[config.mk]
export PLATFORM = sky130hd
export DESIGN_NAME = shift194_seq
export DESIGN_NICKNAME = d
export VERILOG_FILES = /design/src/rtl/shift194_pkg.sv /design/src/rtl/shift194_seq.sv
export SDC_FILE = /design/constraint.sdc
export NUM_CORES = 1
export LEC_CHECK = 0
export ABC_AREA = 1
export CORE_ASPECT_RATIO = 0.7
export CORE_MARGIN = 4
export CORE_UTILIZATION = 25
export CTS_BUF_LIST = sky130_fd_sc_hd__clkbuf_16
export DETAILED_ROUTE_END_ITERATION = 10
export PLACE_DENSITY = 0.62
export SLEW_MARGIN = 20
export SYNTH_ARGS = -nofsm -noshare
export SYNTH_HDL_FRONTEND = slang
export SYNTH_SLANG_ARGS = --single-unit
[constraint.sdc]
create_clock -name CP -period 3 [get_ports CP]
set_clock_uncertainty 0.15 [all_clocks]
set_input_delay 0.3 -clock CP [delete_from_list [all_inputs] [get_ports CP]]
set_output_delay 0.3 -clock CP [all_outputs]
set_load 0.02 [all_outputs]
[src/rtl/shift194_pkg.sv]
// Shared state encoding and register mode-select constants for the 74x194 sequencer.
package shift194_pkg;

  typedef enum logic [1:0] {
    IDLE  = 2'd0,
    LOAD  = 2'd1,
    SHIFT = 2'd2,
    DONE  = 2'd3
  } state_e;

  localparam logic [1:0] MODE_HOLD   = 2'b00;
  localparam logic [1:0] MODE_TO_LSB = 2'b01;
  localparam logic [1:0] MODE_TO_MSB = 2'b10;
  localparam logic [1:0] MODE_LOAD   = 2'b11;

endpackage

[src/rtl/shift194_seq.sv]
// Sequencer for a 4-bit 74x194-style universal shift register: load, then SHIFT_CNT shifts.
// Optional macro ROTATE_EN makes the serial input recirculate the outgoing bit.
module shift194_seq
  import shift194_pkg::*;
#(
  parameter int SHIFT_CNT = 4,
  parameter int CNT_W     = 4
) (
  input  logic       CP,
  input  logic       CR,
  input  logic       start_valid,
  output logic       start_ready,
  input  logic [3:0] word_in,
  input  logic       dir,
  input  logic       fill,
  input  logic       start_rot,
  input  logic       abort,
  input  logic [3:0] Q_fb,
  output logic       S1,
  output logic       S0,
  output logic [3:0] Din,
  output logic       Dsl,
  output logic       Dsr,
  output logic       ser_out,
  output logic       ser_valid,
  output logic       done
);

  localparam logic [CNT_W-1:0] LAST_CNT =
    (SHIFT_CNT == 0) ? '0 : CNT_W'(SHIFT_CNT - 1);

  state_e           state_q, state_d;
  logic [CNT_W-1:0] cnt_q, cnt_d;
  logic [3:0]       word_q, word_d;
  logic             dir_q, dir_d;
  logic             fill_q, fill_d;
  logic             serial_in;
  logic             out_bit;
  logic [1:0]       mode;

`ifdef ROTATE_EN
  logic rot_q, rot_d;
  logic unused_fb;
  assign unused_fb = ^Q_fb[2:1];
`else
  logic unused_in;
  assign unused_in = start_rot ^ (^Q_fb[2:1]);
`endif

  always_ff @(posedge CP) begin
    if (CR) begin
      state_q <= IDLE;
      cnt_q   <= '0;
      word_q  <= '0;
      dir_q   <= 1'b0;
      fill_q  <= 1'b0;
`ifdef ROTATE_EN
      rot_q   <= 1'b0;
`endif
    end else begin
      state_q <= state_d;
      cnt_q   <= cnt_d;
      word_q  <= word_d;
      dir_q   <= dir_d;
      fill_q  <= fill_d;
`ifdef ROTATE_EN
      rot_q   <= rot_d;
`endif
    end
  end

  // Job inputs are captured only on the accept edge; abort only matters mid-job.
  always_comb begin
    state_d = state_q;
    cnt_d   = cnt_q;
    word_d  = word_q;
    dir_d   = dir_q;
    fill_d  = fill_q;
`ifdef ROTATE_EN
    rot_d   = rot_q;
`endif
    case (state_q)
      IDLE: begin
        if (start_valid) begin
          word_d  = word_in;
          dir_d   = dir;
          fill_d  = fill;
`ifdef ROTATE_EN
          rot_d   = start_rot;
`endif
          state_d = LOAD;
        end
      end
      LOAD: begin
        cnt_d = '0;
        if (abort)               state_d = IDLE;
        else if (SHIFT_CNT == 0) state_d = DONE;
        else                     state_d = SHIFT;
      end
      SHIFT: begin
        cnt_d = cnt_q + 1'b1;
        if (abort)                   state_d = IDLE;
        else if (cnt_q == LAST_CNT)  state_d = DONE;
      end
      DONE:    state_d = IDLE;
      default: state_d = IDLE;
    endcase
  end

  always_comb begin
    out_bit = dir_q ? Q_fb[3] : Q_fb[0];
`ifdef ROTATE_EN
    serial_in = rot_q ? out_bit : fill_q;
`else
    serial_in = fill_q;
`endif
  end

  // Moore decode: the register samples these on the same edge that advances state.
  always_comb begin
    mode        = MODE_HOLD;
    Din         = '0;
    Dsl         = 1'b0;
    Dsr         = 1'b0;
    ser_out     = 1'b0;
    ser_valid   = 1'b0;
    done        = 1'b0;
    start_ready = 1'b0;
    case (state_q)
      IDLE: start_ready = 1'b1;
      LOAD: begin
        mode = MODE_LOAD;
        Din  = word_q;
      end
      SHIFT: begin
        ser_valid = 1'b1;
        ser_out   = out_bit;
        if (dir_q) begin
          mode = MODE_TO_MSB;
          Dsl  = serial_in;
        end else begin
          mode = MODE_TO_LSB;
          Dsr  = serial_in;
        end
      end
      DONE:    done = 1'b1;
      default: mode = MODE_HOLD;
    endcase
    S1 = mode[1];
    S0 = mode[0];
  end

endmodule
==> flow_summary.yaml, run 1 <==
run_status:
  outcome: "finished, final reports clean"
sta:
  period_share_pct: 85.2
  fmax_ghz: 0.391
  fin_crit_ns: 2.56
  drv_slew: 0
  slew_headroom_pct: 83.9
  max_slew.worst_pin.slew_ns: 0.242
  grt_setup_unrepaired: "false"
  setup_ws_ns: 0.444
  hold_violations: 0
  setup_viol: 0
  finalSetupTns_ns: 0
logic_synthesis:
  ys_seq_area_share_pct: 36.2
  synthCells: 90
  syn_nets: 111
  ys_ff_latch: 12
  yosys.area.top_type_share_pct: 36.2
  synth_cell_type_count: 20
  synth-warning-count: 0
  synth_area_leader_cell: "dfxtp_1"
  synth_area_leaders: "dfxtp_1 (36%), ha_1 (11%), nor2_1 (10%)"
  syn_area_per_cell_sq_um: 7.38
  syn_area_sq_um: 664
global_route:
  grt_max_degree: 9
  grt_util_all_layers_pct: 9.34
  grt_pass1_vias: 578
  grt-ovfl-total: 0
  grt_pass1_wl_mm: 2.59
  antenna_found_initial: 0
detailed_routing:
  firstDrtPassIters: 4
  drc: 0
  via_per_inst: 4.29
  drt-total-wl_mm: 1.56
  ant_nets: 0
  post_drt_wl_per_cell_um: 10.4
  drtIter0Drc: 19
  vias: 644
placed_design:
  gp_congestion: 0.891
  numPortBuffers: 23
  dpl.cell_count: 147
  dp_hpwl_mm: 1.22
  dpl_cell_area_sq_um: 937
  post-place-ws_ns: 0.700
cts:
  clockBufferDepth: 2
  cts_resized: 0
  cts_buffers: 3
  clock_sinks: 12
  insertion_delay_ns: 0.24
  postCtsHoldBufs: 0
  htree_num_levels: 1
  clk_pin_slew_ns: 0.04
  cts_root_buf: "clkbuf_16"
  tritoncts: "yes"
  postCtsSetupBuffers: 0
cells_and_area:
  layout.nets: 139
  diodes: 0
  final_cell_mix: "clkdlybuf4s50_1 (23), nor2_1 (18), dfxtp_1 (12)"
  design_area_sq_um: 1010
  drive_above_1_share_pct: 16.4
  fill_cells: 258
  fin_cells: 150
  syn2layout_area_growth_pct: 52.4
  final_common_cell: "clkdlybuf4s50_1"
setup_path:
  reg2reg_to: "cnt_q[2]"
  worstRegToRegCells: 5
  path_class: "register to output port"
  startpoint: "state_q[1]"
  rrSetupSlack_ns: 1.46
  worst_path_max_delay_cell: "clkdlybuf4s50_1"
  start_kind: "register"
  cp_max_fo: 6
  critPathArrivalTime_ns: 2.11
  cp_cell_sequence: "inv_1 -> ha_1 -> inv_2 -> a211oi_1 -> clkdlybuf4s50_1"
  cp-end-kind: "output port"
  cp_data_required_time_ns: 2.55
  slowest_delay_ns: 0.65
  regToRegStartpoint: "state_q[1]"
worst_hold_path:
  hold_end: "word_q[3]"
  hold_path.startpoint: "word_q[3]"
  min_path_type: "register to register"
  min_path_cells: 2
floorplan:
  initial_utilization_pct: 26.6
  ios: 27
  core-area_sq_um: 2500
  fp.dieH_um: 51.1
  dieArea_sq_um: 3560
  die_width_um: 69.6
  row_count: 15
power:
  p_per_area_nw_per_um2: 531
  leakagePower_nw: 0.432
  peakVddDrop_mv: 0.224
job:
  cap_violations: 0
## cell families after synthesis
kind of cell / share of synthesized area (%)
flip-flops: 36.2
AO/OA/AOI/OAI: 13.7
buffers and inverters: 7.91
adder cells (fa/ha/maj): 11.3
AND/OR/NAND/NOR: 30.9
## layer usage
metal  share of wire, %  GRT usage (%)  vias up  wire [um]
met5                  0              0        -          0
met4                1.4           3.82        0         22
met3                5.0           3.14        2         78
met2                 42           14.6       16        659
met1                 51           11.9      290        797
li1                   -              -      336          -
## stage by stage
stage                     hold slack (ns)  total power, mW  util [%]
after floorplan                     0.212            0.256         -
after global placement              0.315            0.299      37.5
after detailed placement            0.327            0.302      37.5
after CTS                           0.338            0.542      40.6
after global routing                0.347            0.563      40.6
final                               0.335            0.537      40.6
## layout make-up
class	instances	area, sq um	share of cell area, %
Sequential cell	12	240	23.7
Timing Repair Buffer	23	230	22.7
Tap cell	34	42.5	4.20
Multi-Input combinational cell	64	372	36.7
Clock buffer	3	75.1	7.42
Inverter	14	52.6	5.19
## synthesized netlist by cell type
cell and number:
nor2_4 1, a31oi_1 1, inv_1 9, o21ai_2 1
a211oi_1 1, dfxtp_1 12, nor2_1 18, nor3_1 3
and3_1 1, nor2_2 1, a21oi_2 1, inv_2 5
nor3_2 2, o21ai_1 6, nor3b_2 1, nand2_1 11
ha_1 6, a21oi_1 4, nand2_2 4, o21ai_0 2
## power by group
part | internal (mW) | switching [mW]
Clock | 0.173 | 0.0650
Sequential | 0.175 | 0.00992
Combinational | 0.0498 | 0.0642
Total | 0.398 | 0.139
## worst max-delay path by stage
stage,slack [ns],end,cells after the start
after floorplan,1.12,S1,4
after global placement,0.75,S1,5
after detailed placement,0.70,S1,5
after CTS,0.44,S1,5
after global routing,0.34,S1,5
final,0.44,S1,5
## critical path, delay by kind of cell (launching register included)
family | cells | cell delay (ns)
adders and majority gates | 1 | 0.40
DFF | 1 | 0.40
buffers and inverters | 3 | 0.83
AOI/OAI and AO/OA | 1 | 0.25
## registers in the layout, summed over array words and instances, names as in the netlist
register  count
cnt_q         4
dir_q         1
fill_q        1
state_q       2
word_q        4
Power figures use the tool's default switching activity.
==> run 2: changes to the inputs <==
HOLD_SLACK_MARGIN = 0.1   (was unset)
==> results of run 2 <==
No change in the layout: final DEF, timing and power equal those of run 1.
